`src/rtl/ps2_key_mapper.sv`:
```
// ps2_key_mapper
// ---------------------------------------------------------------------------
// Turns the decoded PS/2 Set 2 scancode byte stream into synth control
// signals. The parser handles E0 (extended) and F0 (break) prefixes. The
// mapper implements last-pressed note priority and one-cycle control pulses.
// Control-key typematic repeats are suppressed unless the build enables
// repeat.
//
// Build option:
//   KEYMAP_REPEAT_EN  when defined, every make of a control key pulses,
//                     including typematic repeats. Held flags are kept
//                     either way.
//
// Parameter:
//   PREFIX_TIMEOUT    idle cycles after a prefix byte before the parser gives
//                     up on the sequence and returns to IDLE.
//
// Ports:
//   clk, reset                 clock; asynchronous active-high reset
//   rx_data[7:0], rx_valid     scancode byte and its one-cycle strobe
//                              (no backpressure; every strobed byte is taken)
//   note[3:0], note_in         current note 0..12 and its held level
//   octave_/amp_/ADSR_ plus_plus/minus_minus
//                              one-cycle increment/decrement pulses
//   ADSR_selector[2:0]         0 amp, 1 attack, 2 decay, 3 sustain, 4 release
//   dbg_state[1:0]             parser state (0 IDLE, 1 EXT, 2 BRK, 3 EXT_BRK)
//
// Handshake: rx_valid qualifies rx_data for exactly the cycle it is high.
// Each strobed byte is consumed on that clock edge. All outputs are
// registered and reflect a completed sequence one cycle after its final byte.
// ---------------------------------------------------------------------------
module ps2_key_mapper #(
  parameter int unsigned PREFIX_TIMEOUT = 1_000_000
) (
  input  logic       clk,
  input  logic       reset,
  input  logic [7:0] rx_data,
  input  logic       rx_valid,
  output logic [3:0] note,
  output logic       note_in,
  output logic       octave_plus_plus,
  output logic       octave_minus_minus,
  output logic       amp_plus_plus,
  output logic       amp_minus_minus,
  output logic       ADSR_plus_plus,
  output logic       ADSR_minus_minus,
  output logic [2:0] ADSR_selector,
  output logic [1:0] dbg_state
);

  typedef enum logic [1:0] {
    IDLE    = 2'd0,
    EXT     = 2'd1,
    BRK     = 2'd2,
    EXT_BRK = 2'd3
  } state_t;

  localparam int unsigned CNT_W = (PREFIX_TIMEOUT > 1) ? $clog2(PREFIX_TIMEOUT) : 1;
  localparam logic [CNT_W-1:0] CNT_LAST = CNT_W'(PREFIX_TIMEOUT - 1);

`ifdef KEYMAP_REPEAT_EN
  localparam bit REPEAT_EN = 1'b1;
`else
  localparam bit REPEAT_EN = 1'b0;
`endif

  // Control key indices into the held/pulse vectors:
  // 0 octave-, 1 octave+, 2 amp-, 3 amp+, 4 ADSR- (E0 6B), 5 ADSR+ (E0 74)
  state_t           state_q, state_d;
  logic [CNT_W-1:0] cnt_q, cnt_d;
  logic [3:0]       note_q, note_d;
  logic             note_in_q, note_in_d;
  logic [5:0]       held_q, held_d;
  logic [5:0]       pulse_q, pulse_d;
  logic [2:0]       sel_q, sel_d;

  // Parser outputs: one completed key event per accepted byte at most
  logic ev_valid, ev_ext, ev_brk;

  // Byte decode
  logic       note_hit;
  logic [3:0] note_code;
  logic       ctl_n_hit, ctl_e_hit;
  logic [2:0] ctl_idx;
  logic       sel_hit;
  logic [2:0] sel_val;
  logic       ignored;

  always_comb begin : decode
    note_hit  = 1'b0;
    note_code = 4'd0;
    ctl_n_hit = 1'b0;
    ctl_e_hit = 1'b0;
    ctl_idx   = 3'd0;
    sel_hit   = 1'b0;
    sel_val   = 3'd0;
    case (rx_data)
      8'h1C: begin note_hit = 1'b1; note_code = 4'd0;  end
      8'h1D: begin note_hit = 1'b1; note_code = 4'd1;  end
      8'h1B: begin note_hit = 1'b1; note_code = 4'd2;  end
      8'h24: begin note_hit = 1'b1; note_code = 4'd3;  end
      8'h23: begin note_hit = 1'b1; note_code = 4'd4;  end
      8'h2B: begin note_hit = 1'b1; note_code = 4'd5;  end
      8'h2C: begin note_hit = 1'b1; note_code = 4'd6;  end
      8'h34: begin note_hit = 1'b1; note_code = 4'd7;  end
      8'h35: begin note_hit = 1'b1; note_code = 4'd8;  end
      8'h33: begin note_hit = 1'b1; note_code = 4'd9;  end
      8'h3C: begin note_hit = 1'b1; note_code = 4'd10; end
      8'h3B: begin note_hit = 1'b1; note_code = 4'd11; end
      8'h42: begin note_hit = 1'b1; note_code = 4'd12; end
      8'h1A: begin ctl_n_hit = 1'b1; ctl_idx = 3'd0; end
      8'h22: begin ctl_n_hit = 1'b1; ctl_idx = 3'd1; end
      8'h4E: begin ctl_n_hit = 1'b1; ctl_idx = 3'd2; end
      8'h55: begin ctl_n_hit = 1'b1; ctl_idx = 3'd3; end
      8'h6B: begin ctl_e_hit = 1'b1; ctl_idx = 3'd4; end
      8'h74: begin ctl_e_hit = 1'b1; ctl_idx = 3'd5; end
      8'h16: begin sel_hit = 1'b1; sel_val = 3'd0; end
      8'h1E: begin sel_hit = 1'b1; sel_val = 3'd1; end
      8'h26: begin sel_hit = 1'b1; sel_val = 3'd2; end
      8'h25: begin sel_hit = 1'b1; sel_val = 3'd3; end
      8'h2E: begin sel_hit = 1'b1; sel_val = 3'd4; end
      default: ;
    endcase
    // Keyboard status/ack bytes that can show up in the stream
    ignored = (rx_data == 8'hAA) || (rx_data == 8'hFA) || (rx_data == 8'hFE) ||
              (rx_data == 8'hEE) || (rx_data == 8'h00) || (rx_data == 8'hFF);
  end

  always_comb begin : parser
    state_d  = state_q;
    cnt_d    = cnt_q;
    ev_valid = 1'b0;
    ev_ext   = 1'b0;
    ev_brk   = 1'b0;
    if (rx_valid) begin
      cnt_d = '0;
      case (state_q)
        IDLE: begin
          if (rx_data == 8'hE0)      state_d = EXT;
          else if (rx_data == 8'hF0) state_d = BRK;
          else if (!ignored)         ev_valid = 1'b1;
        end
        EXT: begin
          if (rx_data == 8'hF0) begin
            state_d = EXT_BRK;
          end else begin
            ev_valid = 1'b1;
            ev_ext   = 1'b1;
            state_d  = IDLE;
          end
        end
        BRK: begin
          state_d = IDLE;
          if (rx_data != 8'hE0) begin
            ev_valid = 1'b1;
            ev_brk   = 1'b1;
          end
        end
        default: begin // EXT_BRK
          state_d = IDLE;
          if ((rx_data != 8'hE0) && (rx_data != 8'hF0)) begin
            ev_valid = 1'b1;
            ev_ext   = 1'b1;
            ev_brk   = 1'b1;
          end
        end
      endcase
    end else if (state_q != IDLE) begin
      // An accepted byte wins over an expiring timeout in the same cycle
      if (cnt_q == CNT_LAST) begin
        state_d = IDLE;
        cnt_d   = '0;
      end else begin
        cnt_d = cnt_q + CNT_W'(1);
      end
    end
  end

  always_comb begin : mapper
    note_d    = note_q;
    note_in_d = note_in_q;
    held_d    = held_q;
    pulse_d   = '0;
    sel_d     = sel_q;
    if (ev_valid) begin
      if (note_hit && !ev_ext) begin
        if (!ev_brk) begin
          // Last-pressed priority; a repeat of the held note changes nothing
          if ((note_code != note_q) || !note_in_q) begin
            note_d    = note_code;
            note_in_d = 1'b1;
          end
        end else if (note_code == note_q) begin
          note_in_d = 1'b0;
        end
      end
      if (ev_ext ? ctl_e_hit : ctl_n_hit) begin
        if (!ev_brk) begin
          if (!held_q[ctl_idx] || REPEAT_EN) pulse_d[ctl_idx] = 1'b1;
          held_d[ctl_idx] = 1'b1;
        end else begin
          held_d[ctl_idx] = 1'b0;
        end
      end
      if (sel_hit && !ev_ext && !ev_brk) sel_d = sel_val;
    end
  end

  always_ff @(posedge clk or posedge reset) begin
    if (reset) begin
      state_q   <= IDLE;
      cnt_q     <= '0;
      note_q    <= 4'd0;
      note_in_q <= 1'b0;
      held_q    <= '0;
      pulse_q   <= '0;
      sel_q     <= 3'd0;
    end else begin
      state_q   <= state_d;
      cnt_q     <= cnt_d;
      note_q    <= note_d;
      note_in_q <= note_in_d;
      held_q    <= held_d;
      pulse_q   <= pulse_d;
      sel_q     <= sel_d;
    end
  end

  assign note               = note_q;
  assign note_in            = note_in_q;
  assign octave_minus_minus = pulse_q[0];
  assign octave_plus_plus   = pulse_q[1];
  assign amp_minus_minus    = pulse_q[2];
  assign amp_plus_plus      = pulse_q[3];
  assign ADSR_minus_minus   = pulse_q[4];
  assign ADSR_plus_plus     = pulse_q[5];
  assign ADSR_selector      = sel_q;
  assign dbg_state          = state_q;

endmodule

```
`config.mk`:
```
export PLATFORM = sky130hd
export DESIGN_NAME = ps2_key_mapper
export DESIGN_NICKNAME = d
export VERILOG_FILES = /design/src/rtl/ps2_key_mapper.sv
export SDC_FILE = /design/constraint.sdc
export NUM_CORES = 1
export LEC_CHECK = 0
export ABC_CLOCK_PERIOD_IN_PS = 2100
export BUFFER_PORTS_ARGS = -buffer_cell sky130_fd_sc_hd__buf_2
export CORE_MARGIN = 2
export CORE_UTILIZATION = 35
export DETAILED_ROUTE_END_ITERATION = 10
export PLACE_DENSITY = 0.49
export SLEW_MARGIN = 20
export SYNTH_ARGS = -nofsm -noshare
export SYNTH_HDL_FRONTEND = slang
export SYNTH_SLANG_ARGS = --single-unit
```
`constraint.sdc`:
```
create_clock -name clk -period 2.1 [get_ports clk]
set_input_delay 0.42 -clock clk [delete_from_list [all_inputs] [get_ports clk]]
set_output_delay 0.42 -clock clk [all_outputs]
set_load 0.1 [all_outputs]
```
==> results of run 1 <==
==> critical path, cell delays in order <==
cell,delay [ps]
buf_2,120
or4_4,560
buf_4,160
o31ai_2,170
buf_4,150
a221oi_4,70
buf_4,160
nand2_1,90
mux2_2,330
==> cells by family (layout without fill, tap and decap cells) <==
group,count (synthesis),count (layout)
buffers and inverters,26,111
xor gates and xnor gates,26,26
adders and majority gates,1,1
muxes,10,10
and+or+nand+nor,140,140
DFF,42,42
AOI/OAI and AO/OA,39,39
==> cells in the mapped netlist, drive strengths merged, types with 3 or more instances <==
master   n  area (um^2)
a21oi    6         30.0
nand4    7         50.1
inv     10         37.5
a31oi    6         37.5
dfrtp   42         1050
mux2i    3         30.0
and3     4         25.0
nand3b   3         22.5
nor3    11         55.1
nand3   10         50.1
mux2     7         86.3
clkbuf   3         11.3
nand2   25         96.4
o22ai    3         25.0
o21ai    6         30.0
or2      4         25.0
nand2b   7         43.8
nor2    37          139
xnor2   14          123
buf     13         78.8
or4b     3         30.0
or3      6         37.5
xor2    12          105
o31ai    3         27.5
nor4     6         65.1
==> area by class of cell <==
| cell class | instances | area (um^2) | share of cell area, % |
|---|---|---|---|
| multi-input cells | 216 | 1490 | 43.0 |
| flip-flops and latches | 42 | 1060 | 30.6 |
| repair buffers | 93 | 633 | 18.3 |
| well taps | 99 | 124 | 3.58 |
| clock buffers | 7 | 86.3 | 2.50 |
| inverters | 10 | 37.5 | 1.09 |
| clock inverters | 1 | 30.0 | 0.869 |
==> final timing paths <==
path / startpoint / end / slack, ps / cells after the start
min in group clk: rx_valid / cnt_q[2] / 430 / 2
min reg2reg: flop / flop / 500 / 2
max reg2reg: dbg_state[1] / note[2] / 90 / 6
max: rx_data[3] / flop / 50 / 9
max in group asynchronous: reset / cnt_q[5] / 1360 / 3
min: reset / pulse_q[1] / 160 / 2
==> metal layers <==
metal / vias to the layer above / share of wire, % / global-route usage, %
li1: 1179 / - / -
met1: 1090 / 51 / 23.7
met2: 38 / 44 / 25.7
met3: 5 / 3.8 / 3.34
met4: 0 / 1.2 / 4.62
met5: - / 0 / 0
==> metrics by stage <==
stage	TNS [ps]	instances	worst slack, ps	util, %	total power [mW]
global route	0	468	1.58	47.6	2.09
global placement	-3060	460	-255	45.9	1.35
detailed placement	-3210	460	-282	45.9	1.35
CTS	0	468	20.0	47.5	2.03
floorplan	-855	284	-232	-	1.21
finish	0	468	45.1	47.6	2.00
==> power by group through the flow <==
| stage | combinational [mW] | sequential, mW | clock, mW |
|---|---|---|---|
| 3_5_place_dp | 0.476 | 0.872 | 0 |
| 3_3_place_gp | 0.475 | 0.872 | 0 |
| 4_1_cts | 0.476 | 0.857 | 0.693 |
| 5_1_grt | 0.504 | 0.860 | 0.723 |
| 6_report | 0.475 | 0.855 | 0.672 |
| 2_1_floorplan | 0.152 | 1.06 | 0 |
==> timing repair <==
| item | in CTS | in global routing |
|---|---|---|
| endpoints found under the hold margin | 0 | 0 |
| resized for setup | 0 | 4 |
| endpoints found under the setup margin | 0 | 5 |
==> results.py, run 1 <==
metrics = {
    "route": {
        "routed_wirelength_um": 6510,
        "drc": 0,
        "avgRoutedWirePerCell_um": 13.9,
        "drt_iter0_markers": 87,
        "via_per_inst": 4.94,
        "drt.antenna.violating_nets": 0,
        "vias": 2312,
        "drtPass1Iterations": 4,
    },
    "global_route": {
        "antenna_found_initial": 0,
        "grt_pass1_wl_um": 11000,
        "grt_pass1_vias": 2258,
        "overflow": 0,
        "grt_max_degree": 23,
        "grt_usage_pct": 16.7,
    },
    "pwr": {
        "p_sw_share_pct": 32.1,
        "pwr-share-clk_pct": 33.6,
        "peakVddDrop_mv": 0.281,
        "power_density_mw_per_mm2": 579,
        "combPwrFrac_pct": 23.7,
        "power.switching_mw": 0.643,
        "sequentialPowerShare_pct": 42.7,
        "intPower_mw": 1.36,
        "leakage_nw": 1.58,
    },
    "placed_design": {
        "port-buffer-count": 26,
        "dp.final_hpwl_um": 5160,
        "placed_area_mm2": 0.00333,
        "gp_congestion": 0.799,
    },
    "worst_hold_path": {
        "hold_class": "input port to asynchronous set/reset pin",
    },
    "cts": {
        "cts_tree": "built",
        "clkTransAtPathRegs_ps": 80,
        "htreeDepth": 2,
        "clock_path_buffers": 2,
        "cts_root_buf": "clkbuf_8",
        "post_cts_buffers": 0,
        "cts_buffers": 5,
        "insertion_delay_ps": 300,
        "ctsHoldBuffers": 0,
        "cts.sinks": 42,
    },
    "final_layout": {
        "num_antenna_cells": 0,
        "final_cell_mix": "buf_4 (67), dfrtp_1 (40), nor2_1 (37), buf_2 (26), nand2_1 (24)",
        "design_area_mm2": 0.00346,
        "layout_commonest_cell": "buf_4",
        "num-fill-cells": 728,
        "final_layout_size_suffix_gt1_share_pct": 35.2,
        "syn2layout_area_growth_pct": 31.6,
        "fin_nets": 380,
    },
    "sta": {
        "hold_viol_final": 0,
        "relSlewSlack_pct": 46.9,
        "tightest_slew_ps": 791,
        "setup-violations-final": 0,
        "fin_hold_ws_ps": 162,
        "rsz0062_at_grt": "no",
        "max_freq_mhz": 487,
        "fin_crit_sh_pct": 97.9,
        "timing.final.max_slew_violations": 0,
        "fin_crit_ps": 2050,
        "skew_ps": 8.71,
    },
    "floorplanning": {
        "placementRows": 31,
        "die_area_mm2": 0.00821,
        "core_area_mm2": 0.00725,
        "die_y_um": 90.6,
        "die_w_um": 90.6,
        "initial_utilization_pct": 36.2,
        "io_pins": 27,
    },
    "synthesis": {
        "synth-simple-area-share_pct": 29.8,
        "synth_ff_type": "dfrtp_1",
        "ys_ff_latch": 42,
        "synthMuxAreaShare_pct": 4.43,
        "async_reset_ff_share_pct": 100,
        "synth_seq_area_share_pct": 40.0,
        "synth_compound_area_share_pct": 11.8,
        "synth_cells": 284,
        "ys_warn_count": 0,
        "synth_top_family_by_area": "simple AND/OR/NAND/NOR gates",
        "syn_nets": 296,
        "synth_edf_count": 0,
        "synthAdderAreaFrac_pct": 0.476,
        "synth-xor-area-share_pct": 8.67,
        "yosysUniqueCellTypes": 64,
        "syn_area_mm2": 0.00263,
        "syn_avg_cell_area_um2": 9.25,
    },
    "setup_path": {
        "critical_path_arrival_ps": 2240,
        "critical_path.max_fanout": 5,
        "required_ps": 2280,
        "criticalPathCategory": "input port to flop",
        "cp-start-kind": "input port",
        "cp-end-kind": "flop",
    },
    "flow_run": {
        "max_cap_violations": 0,
    },
    "outcome": {
        "status": "finished, final reports clean",
    },
}
(Power assumes the default switching activity.)
==> run 2: changes to the inputs <==
Settings changed: SETUP_SLACK_MARGIN set to 0.05.
==> run 2 against run 1 <==
  * Hold slack better by 43 ps
  * Die area is the same
  * Clock power decreased by 19%
  * Critical path type unchanged
  * Core utilization increased by 1.0 points
  * Critical path depth fell by 2
  * Largest cell class unchanged
  * Design area up 2.2%
  * Combinational power increased by 4.2%
==> results.py, run 2 (synthesized netlist as in run 1, its figures left out) <==
metrics = {
    "final_layout": {
        "layout_commonest_cell": "buf_4",
        "fin_nets": 386,
        "num_antenna_cells": 0,
        "finalNonFillerCells": 474,
        "num-fill-cells": 747,
        "syn2layout_area_growth_pct": 34.4,
        "final_cell_mix": "buf_4 (73), dfrtp_1 (40), nor2_1 (35), buf_2 (24), nand2_1 (23)",
        "design_area_mm2": 0.00353,
        "final_layout_size_suffix_gt1_share_pct": 37.3,
        "multi_input_area_mm2": 0.00153,
        "regArea_mm2": 0.00106,
    },
    "setup_path": {
        "criticalPathCategory": "input port to flop",
        "reg2reg_from": "dbg_state[1]",
        "cp-end-kind": "flop",
        "crit_start": "rx_data[0]",
        "cp-start-kind": "input port",
        "r2r_cells": 6,
        "critical_path_arrival_ps": 2230,
        "critical_path.max_fanout": 5,
        "required_ps": 2280,
    },
    "cts": {
        "htreeDepth": 2,
        "cts_buffers": 5,
        "cts_root_buf": "clkbuf_8",
        "cts_tree": "built",
        "clkTransAtPathRegs_ps": 80,
        "clock_path_buffers": 2,
        "insertion_delay_ps": 290,
        "cts.sinks": 42,
    },
    "outcome": {
        "status": "finished, final reports clean",
    },
    "floorplanning": {
        "die_w_um": 90.6,
        "core_area_mm2": 0.00725,
        "initial_utilization_pct": 36.2,
        "die_area_mm2": 0.00821,
        "die_y_um": 90.6,
        "io_pins": 27,
        "placementRows": 31,
    },
    "global_route": {
        "grt_util_met1_pct": 25.2,
        "grt_usage_pct": 16.4,
        "grt.busiest_layer": "met1",
        "grt_pass1_wl_um": 11000,
        "overflow": 0,
        "grt_pass1_vias": 2266,
        "met2_usage_pct": 24.1,
        "grt_max_degree": 26,
        "antenna_found_initial": 0,
        "use_met3_pct": 2.50,
    },
    "route": {
        "drc": 0,
        "avgRoutedWirePerCell_um": 13.7,
        "vias": 2297,
        "via_per_inst": 4.85,
        "routed_wirelength_um": 6490,
        "drt.antenna.violating_nets": 0,
        "drt_iter0_markers": 74,
        "drtPass1Iterations": 5,
    },
    "sta": {
        "relSlewSlack_pct": 38.4,
        "skew_ps": 4.51,
        "max_freq_mhz": 489,
        "fin_crit_ps": 2050,
        "fin_crit_sh_pct": 97.4,
        "timing.final.max_slew_violations": 0,
        "hold_viol_final": 0,
        "fin_hold_ws_ps": 205,
        "finalWorstSetupSlack_ps": 54.9,
        "rsz0062_at_grt": "yes",
        "tightest_slew_ps": 918,
        "setup-violations-final": 0,
    },
    "placed_design": {
        "dp.cells": 461,
        "preCtsSetupSlack_ps": -342,
        "gp_congestion": 0.839,
        "dp.final_hpwl_um": 5120,
        "placed_area_mm2": 0.00333,
        "port-buffer-count": 26,
    },
    "pwr": {
        "peakVddDrop_mv": 0.389,
        "total_power_mw": 1.89,
        "leakage_nw": 1.60,
        "power_density_mw_per_mm2": 536,
    },
    "worst_hold_path": {
        "hold_class": "input port to asynchronous set/reset pin",
    },
    "flow_run": {
        "max_cap_violations": 0,
    },
}
-- run 2: final timing paths --
path | to | slack (ps)
worst max-delay path | note[2] | 50
worst min-delay path | asynchronous set/reset pin | 210
worst max register to register | note[2] | 100
worst min register to register | flop | 510
max in group asynchronous | cnt_q[12] | 1300
min in group clk | cnt_q[2] | 410
-- run 2: what timing repair did --
action | CTS | global route
hold buffers | 0 | 0
setup buffers | 4 | 1
gates resized for setup | 7 | 8
setup endpoints to repair | 7 | 12
pin swaps | 4 | 6
-- run 2: metal layers --
layer	wire [um]	share of wire [%]
met1	3410	53
met2	2820	43
met3	210	3.2
met4	49	0.76
met5	0	0
-- run 2: power by group --
part           leakage [nW]  internal (mW)  switching (mW)
Combinational         0.974          0.149           0.345
Sequential            0.573          0.835          0.0197
Clock                0.0482          0.266           0.276
-- run 2: final cells by class --
type | count | area share (%)
Clock buffer | 7 | 2.45
Clock inverter | 1 | 0.142
Inverter | 10 | 1.06
Multi-Input combinational cell | 216 | 43.2
Sequential cell | 42 | 30.0
Tap cell | 99 | 3.51
Timing Repair Buffer | 99 | 19.7
-- run 2: stage by stage --
stage / setup TNS, ps / util, %
2_1_floorplan: -855 / -
3_3_place_gp: -2820 / 46.0
3_5_place_dp: -3500 / 46.0
4_1_cts: 0 / 48.0
5_1_grt: 0 / 48.7
6_report: 0 / 48.7
-- run 2: worst max-delay path, cell delays in order --
cell and delay [ps]:
buf_8 100, or4_4 550, o31ai_4 190, nand2_2 100, a221oi_4 300, and3_4 270
mux2_4 300
